File: config.mk
export PLATFORM = sky130hd
export DESIGN_NAME = regfile_issue_ctrl
export DESIGN_NICKNAME = d
export VERILOG_FILES = /design/src/rtl/regfile_issue_ctrl_pkg.sv /design/src/rtl/regfile_scoreboard.sv /design/src/rtl/regfile_issue_ctrl.sv
export SDC_FILE = /design/constraint.sdc
export NUM_CORES = 1
export LEC_CHECK = 0
export ABC_CLOCK_PERIOD_IN_PS = 7500
export CAP_MARGIN = 20
export CORE_ASPECT_RATIO = 0.5
export CORE_MARGIN = 2
export CORE_UTILIZATION = 55
export DETAILED_ROUTE_END_ITERATION = 8
export PLACE_DENSITY = 0.75
export RECOVER_POWER = 100
export SYNTH_ARGS = -nofsm -noshare
export SYNTH_HDL_FRONTEND = slang
export SYNTH_HIERARCHICAL = 1
export SYNTH_SLANG_ARGS = --single-unit
File: constraint.sdc
create_clock -name clk -period 7.5 [get_ports clk]
set_clock_uncertainty 0.05 [all_clocks]
set_input_delay 1.5 -clock clk [delete_from_list [all_inputs] [get_ports clk]]
set_output_delay 1.5 -clock clk [all_outputs]
set_load 0.1 [all_outputs]
File: src/rtl/regfile_issue_ctrl_pkg.sv
// Shared types and constants for the register-file issue controller.
package regfile_issue_ctrl_pkg;

    localparam int unsigned DATA_W    = 16;
    localparam int unsigned CNT_W_DEF = 16;

    typedef enum logic [1:0] {
        ST_IDLE  = 2'd0,
        ST_CHECK = 2'd1,
        ST_OPND  = 2'd2
    } state_e;

endpackage

File: src/rtl/regfile_scoreboard.sv
// Busy-bit scoreboard: one bit per architectural register, with writeback
// bypass on the two hazard lookups so a retiring write never stalls a reader.
module regfile_scoreboard #(
    parameter int unsigned AWIDTH = 8
) (
    input  logic              clk,
    input  logic              clear,
    input  logic              set_en_i,
    input  logic [AWIDTH-1:0] set_addr_i,
    input  logic              clr_en_i,
    input  logic [AWIDTH-1:0] clr_addr_i,
    input  logic              rs_use_i,
    input  logic [AWIDTH-1:0] rs_addr_i,
    input  logic              rt_use_i,
    input  logic [AWIDTH-1:0] rt_addr_i,
    output logic              rs_hazard_o,
    output logic              rt_hazard_o
);

    localparam int unsigned NREG = 1 << AWIDTH;

    logic [NREG-1:0] busy_q;
    logic [NREG-1:0] busy_d;

    // Set is applied after clear so an issue to the retiring register wins.
    always_comb begin
        busy_d = busy_q;
        if (clr_en_i) busy_d[clr_addr_i] = 1'b0;
        if (set_en_i) busy_d[set_addr_i] = 1'b1;
    end

    always_ff @(posedge clk) begin
        if (clear) busy_q <= '0;
        else       busy_q <= busy_d;
    end

    assign rs_hazard_o = rs_use_i & busy_q[rs_addr_i] & ~(clr_en_i & (clr_addr_i == rs_addr_i));
    assign rt_hazard_o = rt_use_i & busy_q[rt_addr_i] & ~(clr_en_i & (clr_addr_i == rt_addr_i));

endmodule

File: src/rtl/regfile_issue_ctrl.sv
// Register-file issue controller: accepts decoded instructions, stalls on RAW
// hazards, reads operands from the register file and hands them to execute.
module regfile_issue_ctrl
    import regfile_issue_ctrl_pkg::*;
#(
    parameter int unsigned AWIDTH = 8,
    parameter int unsigned CNT_W  = CNT_W_DEF
) (
    input  logic              clk,
    input  logic              clear,
    input  logic              in_valid,
    output logic              in_ready,
    input  logic [AWIDTH-1:0] in_rs,
    input  logic              in_use_rs,
    input  logic [AWIDTH-1:0] in_rt,
    input  logic              in_use_rt,
    input  logic [AWIDTH-1:0] in_rd,
    input  logic              in_use_rd,
    input  logic              wb_valid,
    input  logic [AWIDTH-1:0] wb_addr,
    input  logic [DATA_W-1:0] wb_data,
    output logic [AWIDTH-1:0] rf_addr_rs,
    output logic              rf_req_rs,
    output logic [AWIDTH-1:0] rf_addr_rt,
    output logic              rf_req_rt,
    output logic [AWIDTH-1:0] rf_addr_rd,
    output logic              rf_req_rd,
    output logic [DATA_W-1:0] rf_wdata,
    input  logic [DATA_W-1:0] rf_rs,
    input  logic [DATA_W-1:0] rf_rt,
    output logic              out_valid,
    input  logic              out_ready,
    output logic [DATA_W-1:0] out_a,
    output logic [DATA_W-1:0] out_b,
    output logic [AWIDTH-1:0] out_rd,
    output logic              out_use_rd,
    output logic [CNT_W-1:0]  stall_cnt
);

    state_e            state_q;
    logic [AWIDTH-1:0] rs_q, rt_q, rd_q;
    logic              use_rs_q, use_rt_q, use_rd_q;
    logic [CNT_W-1:0]  stall_cnt_q;
    logic              out_valid_q;

    logic rs_hazard, rt_hazard, hazard, issue, accept;

    assign hazard   = rs_hazard | rt_hazard;
    assign issue    = (state_q == ST_CHECK) & ~hazard;
    assign in_ready = (state_q == ST_IDLE) | ((state_q == ST_OPND) & out_ready);
    assign accept   = in_ready & in_valid;

    regfile_scoreboard #(.AWIDTH(AWIDTH)) u_scoreboard (
        .clk         (clk),
        .clear       (clear),
        .set_en_i    (issue & use_rd_q),
        .set_addr_i  (rd_q),
        .clr_en_i    (wb_valid),
        .clr_addr_i  (wb_addr),
        .rs_use_i    (use_rs_q),
        .rs_addr_i   (rs_q),
        .rt_use_i    (use_rt_q),
        .rt_addr_i   (rt_q),
        .rs_hazard_o (rs_hazard),
        .rt_hazard_o (rt_hazard)
    );

    // Control FSM with latched instruction fields and saturating stall counter.
    always_ff @(posedge clk) begin
        if (clear) begin
            state_q     <= ST_IDLE;
            rs_q        <= '0;
            rt_q        <= '0;
            rd_q        <= '0;
            use_rs_q    <= 1'b0;
            use_rt_q    <= 1'b0;
            use_rd_q    <= 1'b0;
            stall_cnt_q <= '0;
            out_valid_q <= 1'b0;
        end else begin
            if (accept) begin
                rs_q     <= in_rs;
                rt_q     <= in_rt;
                rd_q     <= in_rd;
                use_rs_q <= in_use_rs;
                use_rt_q <= in_use_rt;
                use_rd_q <= in_use_rd;
            end
            case (state_q)
                ST_IDLE: begin
                    if (in_valid) state_q <= ST_CHECK;
                end
                ST_CHECK: begin
                    if (hazard) begin
                        if (stall_cnt_q != '1) stall_cnt_q <= stall_cnt_q + CNT_W'(1);
                    end else begin
                        state_q     <= ST_OPND;
                        out_valid_q <= 1'b1;
                    end
                end
                ST_OPND: begin
                    if (out_ready) begin
                        state_q     <= in_valid ? ST_CHECK : ST_IDLE;
                        out_valid_q <= 1'b0;
                    end
                end
                default: begin
                    state_q     <= ST_IDLE;
                    out_valid_q <= 1'b0;
                end
            endcase
        end
    end

    assign rf_addr_rs = rs_q;
    assign rf_req_rs  = issue & use_rs_q;
    assign rf_addr_rt = rt_q;
    assign rf_req_rt  = issue & use_rt_q;

    // Writeback is a straight pass-through onto the write port.
    assign rf_req_rd  = wb_valid;
    assign rf_addr_rd = wb_addr;
    assign rf_wdata   = wb_data;

    assign out_valid  = out_valid_q;
    assign out_a      = rf_rs;
    assign out_b      = rf_rt;
    assign out_rd     = rd_q;
    assign out_use_rd = use_rd_q;
    assign stall_cnt  = stall_cnt_q;

endmodule

==> results by group <==
Run status
  – Run status: complete, but fails checks
  – Failing checks: capacitance limit, slew limit

Timing
  – Worst relative slew slack: -14.53%
  – Final min period: 6.841 ns
  – Maximum achievable frequency: 146.2 MHz
  – Final Hold Violating Endpoints: 0
  – Setup WS post-layout: approximately 0.66 ns
  – Summed negative setup slack over all endpoints: 0 ns
  – Setup repair after global routing missed its margin: no
  – Period utilization: 91.21%
  – Number of max-slew violations in the final report: 45
  – Final setup violation count: 0
  – Slew at the pin closest to its max-slew limit: roughly 1.7 ns

Synthesis
  – Share of synthesized flip-flops with an asynchronous set or reset: 0%
  – Cell Area, Synth: 16690 sq um
  – Most common flop cell mapped by yosys: dfxtp_1
  – Part of the Yosys area used for sequential elements: a little over a third
  – Synthesized-area fraction occupied by adder cells: 0.07497%
  – Top cells by area in the synthesized netlist: dfxtp_1 36%, mux4_2 15%, a21oi_1 9.0%, o21ai_0 8.0%, nand2_1 7.8%
  – Register bit count reported by yosys: 302
  – Cell accounting for the most synthesized area: dfxtp_1
  – Main combinational cell family by area after synthesis: compound AO/OA/AOI/OAI gates
  – Fraction of synthesized area in multiplexers: 19.32%
  – Gate Count Post-Synth: between 1.5k and 2k
  – Area share of and/or/nand/nor cells after synthesis: 15.02%
  – Post-synthesis area per instance: 8.701 sq um
  – Top-area cell type share of the netlist area: 36.23%
  – EDFF count, synth: 0
  – Yosys synthesis warning count: 6
  – Share of the synthesized area in compound gates (AO/OA/AOI/OAI): 20.90%
  – Xor/xnor share of the synthesized area: 0.8397%
  – Count of distinct cell types in the synthesized netlist: 75
  – Syn Nets: 2007

Setup path
  – Category of the worst setup path launch point: flip-flop
  – Terminus of the critical flop-to-flop path: u_scoreboard/busy_q[244]
  – Worst-path cell chain: clkbuf_1 -> mux4_2 -> mux4_2 -> mux2i_1 -> o21ai_1 -> nor3_1 -> o32ai_1 -> or2_0 -> nor3_1 -> and2_0 -> and3_1 -> clkbuf_1 -> nand2_1 -> a21oi_1
  – Category of cells accounting for the largest share of critical-path delay: simple AND/OR/NAND/NOR gates
  – Kind of end point of the critical path: flip-flop
  – Buffering stage count on the worst path with inverters included: 2
  – Reg2Reg Launch Point: rf_addr_rt[1]
  – Top fanout value on the critical path: 30
  – Minimum setup slack among reg-to-reg paths: about 0.66 ns
  – Arrival time at the worst endpoint: between 7 and 8 ns
  – WP data required: 7.93 ns
  – Max incr delay on CP: 1.24 ns
  – Depth of the worst register-to-register path: 14
  – Critical-path cell with the highest stage delay: clkbuf_1
  – Type of the worst setup path: reg -> reg

Clock network
  – Resized cells post-CTS: 0
  – Buffers inserted during post-CTS setup optimization: 0
  – # hold bufs at CTS: 0
  – Number of buffers created by CTS: 28
  – Clock latency on the worst-skew pair: 0.57 ns
  – Buffer depth of the longest clock path: 3
  – TritonCTS clock tree: built
  – Clk pin slew, worst setup/hold paths: 0.07 ns
  – Buffer cell driving the clock tree root: clkbuf_16
  – CTS HTree Levels: 1
  – Sinks on Clock Net: 302

GRT
  – Global-route wire length before repair: about 88 mm
  – GRT Overall Usage: 36.23%
  – Total overflow reported by the global router: 0
  – Antenna violations before repair: 0
  – Number of global-route vias before repair: around 14k
  – Maximum number of pins on one net before global-route repair: ~180

Layout
  – Layout Nets: 1955
  – Leading cell types in the layout, fill and taps excluded: 347 x nand2_1, 299 x a21oi_1, 298 x dfxtp_1
  – Share of final-layout standard cells stronger than drive strength 1: between 10% and 20%
  – Count of placed standard cells in the final layout, fillers left out: 2281
  – Multi-input combinational cell area: around 9400 sq um
  – Count of inserted antenna diode cells: 0
  – Leading cell type in the layout, fill and taps excluded: nand2_1
  – Seq. cell area: 6061 sq um
  – Count of filler cells inserted in the layout: between 2k and 3k
  – Area growth from synthesis to final layout: 8.832%
  – Final core occ: 60.41%
  – Layout Cell Area excl Fill: 18160 sq um

Route
  – Routed WL: 59.35 mm
  – Residual antenna-violating net count after detailed routing: 0
  – Wire length per cell: 26.02 um
  – Drt pass-1 iters: 6
  – Final routed DRC violation total: 0
  – DRC marker count from the first detailed-route iteration: 2749
  – Via Count: approximately 16k
  – Average via count per standard cell: 6.954

Worst hold path
  – Class of the tightest hold or removal check: reg -> reg
  – Worst Hold Endpoint: out_use_rd
  – Source of the worst hold timing path: out_use_rd
  – Cell count of the worst hold path: 2

Floorplanning
  – Area of the core: approximately 30000 sq um
  – Num ports: 190
  – Die height: 127.2 um
  – Num rows: 45
  – Total Die Area: 31840 sq um
  – Starting density of the core: 55.51%
  – Horiz. Die Dim: 250.3 um

Placed design
  – Placed cells: 2230
  – Post-DP HPWL: 36.75 mm
  – Post-Place Worst Slack: roughly 1.1 ns
  – Global placement routability congestion: 0.9971
  – Port Buffers: 93
  – Total placed instance area: between 15000 and 20000 sq um

Job
  – Number of max-capacitance violations reported: 3

Pwr
  – Total power divided by cell area: 193.2 nW/um^2
  – Reported leakage power: ~5.6 nW
  – Maximum VDD drop: 0.1610 mV
layer usage:
layer	global-route usage [%]	up-vias	share of wire (%)
met5	0	-	0
met4	17.33	0	5.2
met3	12.27	258	16
met2	52.91	1229	42
met1	48.55	7566	38
li1	-	6810	-
flip-flops by register name, indices dropped and copies added, names as in the netlist:
register,count
out_rd,8
rf_addr_rt,8
stall_cnt,16
use_rt_q,1
state_q,2
use_rs_q,1
out_use_rd,1
u_scoreboard/busy_q,256
rf_addr_rs,8
out_valid,1
cells by family after synthesis:
| family | Yosys count |
|---|---|
| xor+xnor | 16 |
| fa+ha+maj | 1 |
| simple gates | 551 |
| buf+inv | 233 |
| flops | 302 |
| compound gates | 646 |
| mux | 169 |
final cells by class:
cell class,count,area share (%)
clock buffer,41,4.519
clock inverter,5,0.4271
inverter,10,0.2067
multi-input combinational,1383,51.61
sequential,302,33.37
tap,399,2.749
timing repair buffer,141,7.116
cell usage after synthesis (4+ instances only):
master / count
mux2_2: 4
o22ai_1: 10
o21ai_0: 266
nand2_1: 346
mux2i_1: 42
mux4_2: 114
buf_1: 4
nand2b_1: 16
a211oi_1: 9
nor2b_1: 24
a22oi_1: 4
o31ai_1: 5
dfxtp_1: 302
nand4_1: 13
buf_2: 20
inv_1: 9
a22o_1: 9
buf_4: 62
nor3_1: 14
or3_1: 6
nor4_1: 5
and2_1: 9
clkbuf_1: 119
a21oi_1: 299
mux4_1: 6
o221ai_1: 16
and2_0: 5
nor2_1: 37
and3_1: 12
nand3_1: 39
xnor2_1: 16
buf_6: 17
report_power, final:
group	total, mW	switching [mW]	internal, mW
logic	0.381	0.270	0.111
registers	1.67	0.0561	1.61
clock network	1.46	0.639	0.820
how the worst max path moves through the flow:
| stage | startpoint | end | slack, ns | depth (start not counted) |
|---|---|---|---|---|
| 2_1_floorplan | rf_addr_rt[1] | rf_req_rs | 1.69 | 12 |
| 4_1_cts | wb_addr[6] | rf_req_rs | 1.11 | 11 |
| 3_5_place_dp | wb_addr[6] | rf_req_rs | 1.12 | 11 |
| 5_1_grt | rf_addr_rt[1] | rf_req_rs | 0.41 | 11 |
| 6_report | rf_addr_rt[1] | u_scoreboard/busy_q[244] | 0.66 | 14 |
| 3_3_place_gp | wb_addr[6] | rf_req_rs | 1.11 | 11 |
worst reg2reg max path: stages, from the launching register on:
cell and delay, ns:
dfxtp_4 0.72, clkbuf_1 0.70, mux4_2 0.61, mux4_2 0.54, mux2i_1 0.15, o21ai_1 0.10, nor3_1 0.22, o32ai_1 0.11
or2_0 0.53, nor3_1 0.52, and2_0 0.63, and3_1 0.26, clkbuf_1 1.24, nand2_1 0.17, a21oi_1 0.22
through the flow:
stage          total power [mW]  hold WS, ns
3_3_place_gp              2.079       0.4111
4_1_cts                   3.499       0.4195
2_1_floorplan             2.080       0.3950
3_5_place_dp              2.079       0.4104
6_report                  3.509       0.4149
5_1_grt                   3.581       0.4388
No activity file was read; power rests on OpenSTA's default activity.
